`src/rtl/serial_frame_feeder_if.sv`:
```
// Handshake and serial-output bundle for serial_frame_feeder.
//   load  : request to accept din (master -> feeder)
//   din   : parallel word, WIDTH bits (master -> feeder)
//   ready : feeder idle, can accept a word (feeder -> master)
//   data  : serial bit toward the downstream chain (feeder -> master)
//   busy  : frame being shifted out (feeder -> master)
//   done  : one-cycle pulse once the whole word is in the chain (feeder -> master)
interface serial_frame_feeder_if #(
  parameter int unsigned WIDTH = 5
);
  logic             load;
  logic [WIDTH-1:0] din;
  logic             ready;
  logic             data;
  logic             busy;
  logic             done;

  modport master (
    output load,
    output din,
    input  ready,
    input  data,
    input  busy,
    input  done
  );

  modport slave (
    input  load,
    input  din,
    output ready,
    output data,
    output busy,
    output done
  );
endinterface

```
`src/rtl/serial_frame_feeder.sv`:
```
// Parallel-to-serial front end for a WIDTH-stage serial-in shift chain.
// Accepts a word on load while ready, then drives it one bit per clock on data.
//   clk   : single clock, posedge
//   reset : asynchronous, active-high
//   bus   : serial_frame_feeder_if.slave (load/din in; ready/data/busy/done out)
// LSB_FIRST=0 sends din[WIDTH-1] first; LSB_FIRST=1 sends din[0] first.
module serial_frame_feeder #(
  parameter int unsigned WIDTH     = 5,
  parameter bit          LSB_FIRST = 1'b0
) (
  input  logic                 clk,
  input  logic                 reset,
  serial_frame_feeder_if.slave bus
);
  localparam int unsigned CntW = (WIDTH > 1) ? $clog2(WIDTH) : 1;
  localparam logic [CntW-1:0] LastCnt = CntW'(WIDTH - 1);

  typedef enum logic {StIdle, StShift} state_e;

  state_e           state_q;
  logic [WIDTH-1:0] sr_q;
  logic [CntW-1:0]  cnt_q;
  logic             done_q;
  logic [WIDTH-1:0] din_ord;

  // The shifter always emits sr[WIDTH-1] first, so LSB-first frames are
  // reversed on the way in.
  always_comb begin
    din_ord = bus.din;
    if (LSB_FIRST) begin
      for (int i = 0; i < int'(WIDTH); i++) begin
        din_ord[i] = bus.din[WIDTH-1-i];
      end
    end
  end

  always_ff @(posedge clk or posedge reset) begin
    if (reset) begin
      state_q <= StIdle;
      sr_q    <= '0;
      cnt_q   <= '0;
      done_q  <= 1'b0;
    end else begin
      done_q <= 1'b0;
      unique case (state_q)
        StIdle: begin
          if (bus.load) begin
            sr_q    <= din_ord;
            cnt_q   <= '0;
            state_q <= StShift;
          end
        end
        StShift: begin
          // load is ignored here; the frame in flight is never disturbed.
          sr_q <= {sr_q[WIDTH-2:0], 1'b0};
          if (cnt_q == LastCnt) begin
            state_q <= StIdle;
            cnt_q   <= '0;
            done_q  <= 1'b1;
          end else begin
            cnt_q <= cnt_q + 1'b1;
          end
        end
        default: state_q <= StIdle;
      endcase
    end
  end

  // Outputs come only from registered state: no path from load/din.
  assign bus.ready = (state_q == StIdle);
  assign bus.busy  = (state_q == StShift);
  assign bus.data  = (state_q == StShift) & sr_q[WIDTH-1];
  assign bus.done  = done_q;
endmodule

```
`src/flat_wrapper.sv`:
```
// flat-port wrapper written by rule: the top's interface ports become plain ports
module serial_frame_feeder_flat 
#(
  parameter int unsigned WIDTH     = 5,
  parameter bit          LSB_FIRST = 1'b0
)
  (clk, reset, bus_load, bus_din, bus_ready, bus_data, bus_busy, bus_done);
  serial_frame_feeder_if #(.WIDTH(WIDTH)) bus_i ();
  input  logic clk;
  input  logic reset;
  input wire logic [$bits(bus_i.load)-1:0] bus_load;
  input wire logic [$bits(bus_i.din)-1:0] bus_din;
  output wire logic [$bits(bus_i.ready)-1:0] bus_ready;
  output wire logic [$bits(bus_i.data)-1:0] bus_data;
  output wire logic [$bits(bus_i.busy)-1:0] bus_busy;
  output wire logic [$bits(bus_i.done)-1:0] bus_done;
  assign bus_i.load = bus_load;
  assign bus_i.din = bus_din;
  assign bus_ready = bus_i.ready;
  assign bus_data = bus_i.data;
  assign bus_busy = bus_i.busy;
  assign bus_done = bus_i.done;
  serial_frame_feeder #(.WIDTH(WIDTH), .LSB_FIRST(LSB_FIRST)) u_core (.clk(clk), .reset(reset), .bus(bus_i));
endmodule
```
`config.mk`:
```
export PLATFORM = sky130hd
export DESIGN_NAME = serial_frame_feeder_flat
export DESIGN_NICKNAME = d
export VERILOG_FILES = /design/src/rtl/serial_frame_feeder_if.sv /design/src/rtl/serial_frame_feeder.sv /design/src/flat_wrapper.sv
export SDC_FILE = /design/constraint.sdc
export NUM_CORES = 1
export LEC_CHECK = 0
export CORE_MARGIN = 5
export CORE_UTILIZATION = 25
export DETAILED_ROUTE_END_ITERATION = 10
export GPL_TIMING_DRIVEN = 0
export PLACE_DENSITY = 0.47
export SYNTH_ARGS = -nofsm -noshare
export SYNTH_HDL_FRONTEND = slang
export SYNTH_SLANG_ARGS = --single-unit
```
`constraint.sdc`:
```
create_clock -name clk -period 0.95 [get_ports clk]
set_input_delay 0.2375 -clock clk [delete_from_list [all_inputs] [get_ports clk]]
set_output_delay 0.2375 -clock clk [all_outputs]
set_load 0.02 [all_outputs]
```
==> flow_summary.toml <==
[power_and_ir_drop]
p_sw_share_pct = 36.3
cellInternalPower_mw = 1.42
combPwrFrac_pct = 51.1
peakVddDrop_uv = 1210
seq_power_share_pct = 31.7
powerDensity_nw_per_um2 = 3010
p_switching_uw = 806
p_leak_nw = 0.351
clkPwrFrac_pct = 17.2

[die]
io_pins = 12
fp.dieH_um = 53.9
die_area_um2 = 2900
core-area_um2 = 1780
die_x_um = 53.9
start_util_pct = 27.0
num_rows = 15

[route]
first_pass_iters = 2
first_iter_violations = 1
vias = 378
routed_wl_um = 999
vias_per_cell = 4.11
wl_met3_um = 30
dr_wl_met2_um = 516
met1_length_um = 451
antenna_left = 0
drt-wirelength-per-cell_um = 10.9
maxUsedRoutingLayer = "met3"
drc = 0

[global_routing]
grt_max_degree = 11
antenna_found_initial = 0
grt_first_pass_wirelength_mm = 1.68
grt_overflow_total = 0
grt_usage_pct = 8.16
grt_pass1_vias = 405

[setup_path]
r2r-end = "u_core.cnt_q[2]"
cp-endpoint = "bus_data"
end_kind = "primary output"
r2r_start = "u_core.cnt_q[0]"
start_kind = "flop"
cp_max_fo = 3
crit_required_ns = 0.71
critPathKind = "flop to primary output"
startpoint = "u_core.bus.busy"
r2r_setup_slack_ns = -0.07
cp.arrival_ns = 1.05
reg2reg_depth = 5

[finish]
fillCellCount = 187
num_antenna_cells = 0
most-common-layout-cells = "dfrtp_1 (9), buf_4 (8), nand2_1 (7)"
drive_above_1_share_pct = 43.3
fin_cells = 92
syn2layout_area_growth_pct = 53.2
layout_commonest_cell = "dfrtp_1"
final_nets = 78

[synthesis]
avgSynthCellArea_um2 = 10.2
synth_top_area_share_pct = 51.9
seq_area_frac_synth_pct = 51.9
syn_area_um2 = 482
synth-seq-cells = 10
synth.distinct_cells = 17
yosysTopAreaCell = "dfrtp_1"
postSynthCellCount = 47
netlist_top_cells_area = "dfrtp_1 (52%), mux2i_1 (10%), nand2_1 (7.0%)"
yosysWarnings = 0
synth_nets = 57

[status]
status = "complete, but fails checks"
violations = "negative setup slack"

[sta]
finalCriticalPeriod_ns = 1.29
finalClockSkew_ns = 0.00421
rsz0062_at_grt = "true"
worst_pin_slew_ns = 0.379
maxSlewHeadroom_pct = 74.7
hold_viol_final = 0
slew_violations = 0
setup_ws_ns = -0.338
finalSetupViolCount = 5
fmax_mhz = 776
finalCritPeriodShare_pct = 136

[placed_design]
dp_cells = 82
gp_congestion = 0.685
pre_cts_ws_ns = -0.591
port_buffers = 10
place_hpwl_um = 656

[cts]
cts.clk_slew.worst_paths_ns = 0.07
cts_tree = "done"
worstSkewPairLatency_ns = 0.26
hold_buffers = 0
cts_max_level = 1
clock_sinks = 10
cts-buffers-inserted = 3
max-clock-path-buffers = 2
cts_root_buf = "clkbuf_4"

[hold_path]
holdCritPathClass = "input port to async pin"

[job]
maxCapViolations = 0
==> flip-flops by register name, summed over array words and instances, names as in the netlist <==
name	cells
u_core.bus.busy	1
u_core.bus.done	1
u_core.sr_q	5
u_core.cnt_q	3
==> logic make-up after synthesis <==
group,after synthesis,share of synthesized area [%]
multiplexers,5,10.4
AND/OR/NAND/NOR,15,15.6
AO/OA/AOI/OAI,8,9.09
flip-flops,10,51.9
adder cells (fa/ha/maj),2,5.19
buffers and inverters,7,7.79
==> synth_stat cells (all sizes together) <==
library cell / number
dfrtp: 10
nand2: 9
inv: 5
mux2i: 5
o21ai: 5
nor2: 4
buf: 2
ha: 2
a21oi: 1
and2: 1
nor3b: 1
o22ai: 1
o31ai: 1
==> how the worst min path moves through the flow <==
stage                     cells after the start           start               to
final                                         2           reset  u_core.cnt_q[0]
after global routing                          2           reset   u_core.sr_q[2]
after CTS                                     2        bus_load  u_core.cnt_q[1]
after detailed placement                      2  u_core.sr_q[3]   u_core.sr_q[4]
after global placement                        2  u_core.sr_q[2]   u_core.sr_q[3]
after floorplan                               1           reset  u_core.bus.done
==> area by class of cell <==
| type | instances | area, um^2 | area share [%] |
|---|---|---|---|
| buffer | 2 | 18.8 | 2.54 |
| inverter | 5 | 21.3 | 2.88 |
| timing repair buffer | 16 | 146 | 19.8 |
| sequential | 10 | 251 | 34.1 |
| multi-input combinational | 30 | 233 | 31.5 |
| tap | 25 | 31.3 | 4.24 |
| clock buffer | 4 | 36.3 | 4.92 |
==> metrics by stage <==
step	cell area, um^2	setup TNS [ns]	total power, mW	util (%)	hold slack, ns
finish	738	-1.04	2.22	41.4	0.244
global route	738	-1.41	2.41	41.4	0.280
CTS	702	-1.13	2.09	39.4	0.245
detailed placement	622	-1.87	1.51	34.9	0.473
global placement	622	-1.89	1.51	34.9	0.471
floorplan	490	-0.0646	1.25	-	0.0776
==> metal layers <==
layer  GRT usage [%]  up-vias
met5               0        -
met4            1.28        0
met3            4.16        0
met2            14.5        6
met1            8.66      179
li1                -      193
==> worst max-delay path, stage by stage, from the launching register on <==
cell,delay (ns)
dfrtp_2,0.42
buf_6,0.12
and2_4,0.12
buf_6,0.12
==> power by group through the flow <==
stage | Combinational [mW] | Sequential (mW) | Clock (mW)
after floorplan | 0.515 | 0.733 | 0
after global placement | 0.789 | 0.716 | 0
after detailed placement | 0.785 | 0.721 | 0
after CTS | 0.999 | 0.695 | 0.399
after global routing | 1.26 | 0.724 | 0.428
final | 1.14 | 0.705 | 0.381
==> repair_timing <==
item,CTS,global route
setup endpoints to repair,8,12
resized for setup,27,7
pin swaps,3,2
buffers inserted,5,1
Note: power is estimated with default switching activity, not from simulation.
